===== src/rtl/fetch_unit.sv =====
// fetch_unit: instruction fetch sequencer.
// It requests one word from instruction memory at the current pc and holds
// the word for decode until it is accepted. It then advances pc, either
// sequentially or by a redirect, and requests the next word.
// Optional macro FETCH_BUBBLE_EN adds a one-cycle BUBBLE state after every
// redirect. During that cycle flush is high and the new pc is already visible.
module fetch_unit (
  input  logic        CLK,
  input  logic        RST,
  output logic [15:0] imem_addr,
  output logic        imem_req,
  input  logic        imem_ack,
  input  logic [31:0] imem_data,
  output logic [31:0] instr,
  output logic [4:0]  opcode,
  output logic        instr_valid,
  input  logic        stall,
  input  logic        pcSrc,
  input  logic        C_offset,
  input  logic [15:0] branch_target,
  input  logic [15:0] offset,
  output logic [15:0] pc,
  output logic        flush
);

  localparam logic [4:0] NOP_OPCODE = 5'b00111;

`ifdef FETCH_BUBBLE_EN
  typedef enum logic [1:0] {S_IDLE, S_REQ, S_ISSUE, S_BUBBLE} state_t;
`else
  typedef enum logic [1:0] {S_IDLE, S_REQ, S_ISSUE} state_t;
`endif

  state_t      state_q, state_d;
  logic [15:0] pc_q, pc_d;
  logic [31:0] instr_q, instr_d;

  // Relative redirect target. Two's-complement addition truncated to 16 bits
  // wraps modulo 2^16.
  logic signed [15:0] offset_s;
  logic signed [15:0] pc_rel;
  assign offset_s = signed'(offset);
  assign pc_rel   = signed'(pc_q) + offset_s;

  // State, pc and instruction register; asynchronous reset to the idle state.
  always_ff @(posedge CLK or posedge RST) begin
    if (RST) begin
      state_q <= S_IDLE;
      pc_q    <= 16'h0000;
      instr_q <= 32'h0000_0000;
    end else begin
      state_q <= state_d;
      pc_q    <= pc_d;
      instr_q <= instr_d;
    end
  end

  // Next-state logic: the fetch handshake, accept, and pc update.
  always_comb begin
    state_d = state_q;
    pc_d    = pc_q;
    instr_d = instr_q;
    case (state_q)
      S_IDLE: state_d = S_REQ;
      S_REQ: begin
        // Memory responses are taken only here; acks in other states are dropped.
        if (imem_ack) begin
          instr_d = imem_data;
          state_d = S_ISSUE;
        end
      end
      S_ISSUE: begin
        // Redirect inputs are looked at only on the accept cycle.
        if (!stall) begin
          state_d = S_REQ;
          if (!pcSrc) begin
            pc_d = pc_q + 16'd1;
          end else begin
            if (C_offset) pc_d = unsigned'(pc_rel);
            else          pc_d = branch_target;
`ifdef FETCH_BUBBLE_EN
            state_d = S_BUBBLE;
`endif
          end
        end
      end
`ifdef FETCH_BUBBLE_EN
      S_BUBBLE: state_d = S_REQ;
`endif
      default: state_d = S_IDLE;
    endcase
  end

  // Outputs decode straight from registered state, so reset clears them at once.
  assign imem_addr   = pc_q;
  assign pc          = pc_q;
  assign instr       = instr_q;
  assign imem_req    = (state_q == S_REQ);
  assign instr_valid = (state_q == S_ISSUE);
  assign opcode      = instr_valid ? instr_q[31:27] : NOP_OPCODE;
`ifdef FETCH_BUBBLE_EN
  assign flush       = (state_q == S_BUBBLE);
`else
  assign flush       = 1'b0;
`endif

endmodule


===== config.mk =====
export PLATFORM = sky130hd
export DESIGN_NAME = fetch_unit
export DESIGN_NICKNAME = d
export VERILOG_FILES = /design/src/rtl/fetch_unit.sv
export SDC_FILE = /design/constraint.sdc
export NUM_CORES = 1
export LEC_CHECK = 0
export BUFFER_PORTS_ARGS = -buffer_cell sky130_fd_sc_hd__buf_2
export CAP_MARGIN = 20
export CORE_MARGIN = 3
export CORE_UTILIZATION = 46
export DETAILED_ROUTE_END_ITERATION = 7
export PLACE_DENSITY_LB_ADDON = 0.12
export SLEW_MARGIN = 20
export SYNTH_ARGS = -nofsm -noshare
export SYNTH_HDL_FRONTEND = slang
export SYNTH_SLANG_ARGS = --single-unit

===== constraint.sdc =====
create_clock -name CLK -period 2.8 [get_ports CLK]
set_input_delay 0.28 -clock CLK [delete_from_list [all_inputs] [get_ports CLK]]
set_output_delay 0.28 -clock CLK [all_outputs]
set_load 0.1 [all_outputs]

Yosys cells after proc, flatten, opt, wreduce, memory -nomap -nowiden

Cells that the tools add are included.

Input bits: 70
Register bits after elaboration: 50

Bitwise operators: 1
Reductions and logical operators: 4
Add/sub/neg operators: 2
Muxes and demuxes: 6
Equality and inequality tests: 4

Operators with widths:

| cell                                                   | count |
|---|---|
| 2-to-1 mux 16 bit                                      | 2 |
| adder 16 x 1 -> 16 bit (second input constant)         | 1 |
| adder 16 bit                                           | 1 |
| one-hot mux 2 bit (3 select lines)                     | 1 |
| AND reduction 2 bit                                    | 3 |
| 2-to-1 mux 5 bit                                       | 1 |
| 2-to-1 mux 2 bit                                       | 2 |
| == test 2 x 1 -> 1 bit (second input constant)         | 1 |
| == test 2 bit (second input constant)                  | 1 |
| logical NOT 2 bit                                      | 1 |
| inequality test 2 x 1 -> 1 bit (second input constant) | 1 |
| inequality test 2 bit (second input constant)          | 1 |
| NOT 1 bit                                              | 1 |

Logic depth before layout (Yosys ltp)

Depth after elaboration: 3
Gate-level depth with buffers: 8
Gate-level depth less buffers: 8

Worst setup path after synthesis

Ideal clock, no wire load.

Path kind: register to output
Start: register state_q[0]
End: output port opcode[0]
Cell stages (with the launch flop): 3
Arrival: 3010 ps
Setup slack: -490 ps
Path buffers: 0
Cell sequence: dfrtp_1 > nor2b_1 > nand2b_1

Word-level cells in the longest chain between the ends: 2

Ends and longest elaborated chain:

| what                   | line | text |
|---|---|---|
| start, declared        | 34   | `state_t state_q, state_d;` |
| start signal, assigned | 52   | `state_q <= state_d;` |
| == test 2 bit          | 99   | `assign instr_valid = (state_q == S_ISSUE);` |
| via instr_valid        | 16   | `output logic instr_valid,` |
| 2-to-1 mux 5 bit       | 100  | `assign opcode = instr_valid ? instr_q[31:27] : NOP_OPCODE;` |
| end, declared          | 15   | `output logic [4:0] opcode,` |

The timed path passes the listed nets, and every way through them passes these cells.

Worst setup path in the final report

Start: register pc_q[0], in the netlist imem_addr[0]
End: register pc_q[14], in the netlist imem_addr[14]

Word-level cells in the longest chain between the ends: 3

Ends and longest elaborated chain:

| what                   | line | text |
|---|---|---|
| start, declared        | 35   | `logic [15:0] pc_q, pc_d;` |
| start signal, assigned | 53   | `pc_q <= pc_d;` |
| adder 16 bit           | 43   | `assign pc_rel = signed'(pc_q) + offset_s;` |
| 2-to-1 mux 16 bit      | 79   | `if (C_offset) pc_d = unsigned'(pc_rel);` |
| 2-to-1 mux 16 bit (*)  | 76   | `if (!pcSrc) begin` |

Mark *: on every way between the ends. The rest lies on a longest branch, timed or not.
A chain may end at the register's enable or synchronous reset.

==> impl_results.md <==
- First-pass GRT wire length: 14.2 mm
- Syn Std Cell Area: 0.00322 sq mm
- Yosys warnings: 0
- Largest net degree at the start of global routing: 51
- Ys async rst share: 100%
- Pins Over Slew Limit: 0
- I/O pins: 142
- Number of synthesized register bits: 50
- Commonest non-fill, non-tap cell in the layout: buf_2
- Final instance area: 0.00403 sq mm
- Die Height: 89.7 microns
- Period minus WS final: 2.62 ns
- Placement row count: 29
- Syn avg cell area: 9.59 sq um
- Cts hold-fix bufs: 0
- CTS Sinks: 50
- Fin. Hold Viols: 0
- Number of DRC markers in iteration 0: 204
- Crit path DAT: 2.82 ns
- Max Cap Violations: 0
- Area Overhead vs Synth: 25.0%
- Register area share after synthesis: 38.8%
- Setup Viol. Count Final: 0
- Port Buffer Count: 140
- Vias per cell: 5.50
- Clk root buf: clkbuf_8
- DP Area: 0.00392 sq mm
- Post-route ant nets: 0
- CTS Buffer Depth: 2
- Die Wd: 89.7 microns
- Clock Skew: 0.00646 ns
- Worst-path cell chain: ha_1 > fa_1 > a21o_1 > a221oi_2 > nor3_1 > or4_1 > a21oi_1 > o31ai_1
- Initial antenna violation count: 0
- Post-CTS setup repair buffer count: 0
- Status: finished clean
- Period utilisation layout: 93.7%
- Post-CTS sizing: 0
- DR pass1 iterations: 5
- Measured slew at the worst slew-check pin: 0.655 ns
- Vias: 3044
- CP max stage cell: or4_1
- TritonCTS clock tree: built
- Mapped Nets: 423
- # nets final: 547
- Inst Count DP: 546
- H-tree Lvls: 2
- Number of fill cells: 608
- Clock latency on the worst-skew pair: 0.30 ns
- Share of layout cells above drive strength 1: 42.6%
- CP peak stage delay: 0.47 ns
- GP Congestion: 0.880
- Fin Setup TNS: 0 ns
- Grt ovf: 0
- CP Buf/Inv Count: 0
- Tot GR Track Use: 21.3%
- Worst Path Max Fanout: 8
- Worst EP required: 2.99 ns
- ANT cells: 0
- Vias in the first global route: 2893
- EDFF count, synth: 0
- Cell Count, Final, Fillers Out: 553
- Highest clock rate: 381 MHz
- Worst rel slew slack: 56.3%
- CP Capture Type: flip-flop
- Worst setup SP type: flip-flop
- Syn Inst Count: 336
- RSZ-0062 raised after global routing: no
- Core footprint: 0.00657 sq mm
- Initial Util: 49.1%
- Wire per inst: 16.0 microns
- Synth cell types: 53
- CTS buffer count: 5
- HP Class: primary input to async pin
- Ys flop type: dfrtp_1
- HPWL after DPL: 6.61 mm
- Die footprint: 0.00805 sq mm
- Most frequent cells in the layout: 140 x buf_2, 45 x dfrtp_1, 33 x mux2_2
- Clk pin slew, worst setup/hold paths: 0.10 ns
- Cell family with most CP delay: compound AO/OA/AOI/OAI gates
- Final wirelength: 8.84 mm
- DRC viols: 0
- CP Class: flip-flop to flip-flop
-- cells in the mapped netlist (3+ instances only) --
cell type,instances,share of area (%)
or3_1,3,0.58
mux2_2,33,12
inv_1,7,0.82
mux2i_1,3,0.93
ha_1,16,6.2
and3_1,4,0.78
buf_4,17,4.0
nand2_1,18,2.1
xor2_1,7,1.9
xnor2_1,6,1.6
clkbuf_1,7,0.82
nor2b_1,3,0.58
dfrtp_1,50,39
o22ai_1,4,0.78
nand3_1,10,1.6
a221oi_1,4,1.1
nor2_1,20,2.3
buf_1,4,0.47
o21ai_0,18,2.8
o21ai_1,6,0.93
nor4_1,3,0.58
nand2b_1,4,0.78
o31ai_1,3,0.70
and2_1,3,0.58
a21o_1,5,1.2
a21oi_1,32,5.0
nor3_1,5,0.78
nand4_1,4,0.78
a31oi_1,6,1.2
o211ai_1,3,0.70
-- worst register-to-register path, delay by kind of cell, from the launching register on --
family          cells  cell delay (ns)
flops               1             0.46
compound gates      4             0.80
simple gates        2             0.60
fa+ha+maj           2             0.67
-- flip-flops by register name (all words and copies together) (netlist names) --
signal     cells
state_q        2
instr         32
imem_addr     16
-- area by class of cell --
cell class                      instances  area [sq um]  area share, %
Clock buffer                            5          68.8           1.71
Clock inverter                          2          38.8          0.962
Inverter                                7          26.3          0.652
Multi-Input combinational cell        249          1770           43.9
Sequential cell                        50          1260           31.2
Tap cell                               93           116           2.89
Timing Repair Buffer                  147           753           18.7
-- metrics by stage --
stage | util [%] | setup slack [ns] | hold WS, ns
3_3_place_gp | 59.7 | 0.240 | 0.474
3_5_place_dp | 59.7 | 0.222 | 0.488
2_1_floorplan | - | 0.00869 | 0.376
5_1_grt | 61.4 | 0.0368 | 0.147
6_report | 61.4 | 0.176 | 0.147
4_1_cts | 61.4 | 0.188 | 0.145
-- layer usage --
layer / GRT usage (%) / wire length (microns)
met2: 36.2 / 4230
met3: 4.26 / 667
met5: 0 / 0
met1: 28.3 / 3890
met4: 4.73 / 44
-- logic make-up (layout without fill, tap and decap cells) --
family	Yosys count	in the layout	synth area share (%)
AOI/OAI and AO/OA	96	96	18.4
and+or+nand+nor	86	86	13.5
DFF	50	50	38.8
buffers and inverters	37	161	6.37
muxes	36	36	12.5
adders and majority gates	17	17	6.83
xor gates and xnor gates	13	13	3.53
other	1	1	0.116
-- final timing paths --
check / start / to / slack [ns] / cells after the start
max in group asynchronous: RST / imem_addr[0]$_DFFE_PP0P_ / 2.18 / 3
min in group CLK: imem_ack / state_q[0]$_DFFE_PP0P_ / 0.16 / 2
hold reg to reg: instr[11]$_DFFE_PP0P_ / instr[11]$_DFFE_PP0P_ / 0.51 / 1
setup / recovery: imem_addr[0]$_DFFE_PP0P_ / imem_addr[14]$_DFFE_PP0P_ / 0.18 / 8
setup reg to reg: imem_addr[0]$_DFFE_PP0P_ / imem_addr[14]$_DFFE_PP0P_ / 0.18 / 8
hold / removal: RST / imem_addr[12]$_DFFE_PP0P_ / 0.15 / 3
Power is not shown: default switching activity piles up to over one toggle a cycle in this logic, so the estimate is an artifact.
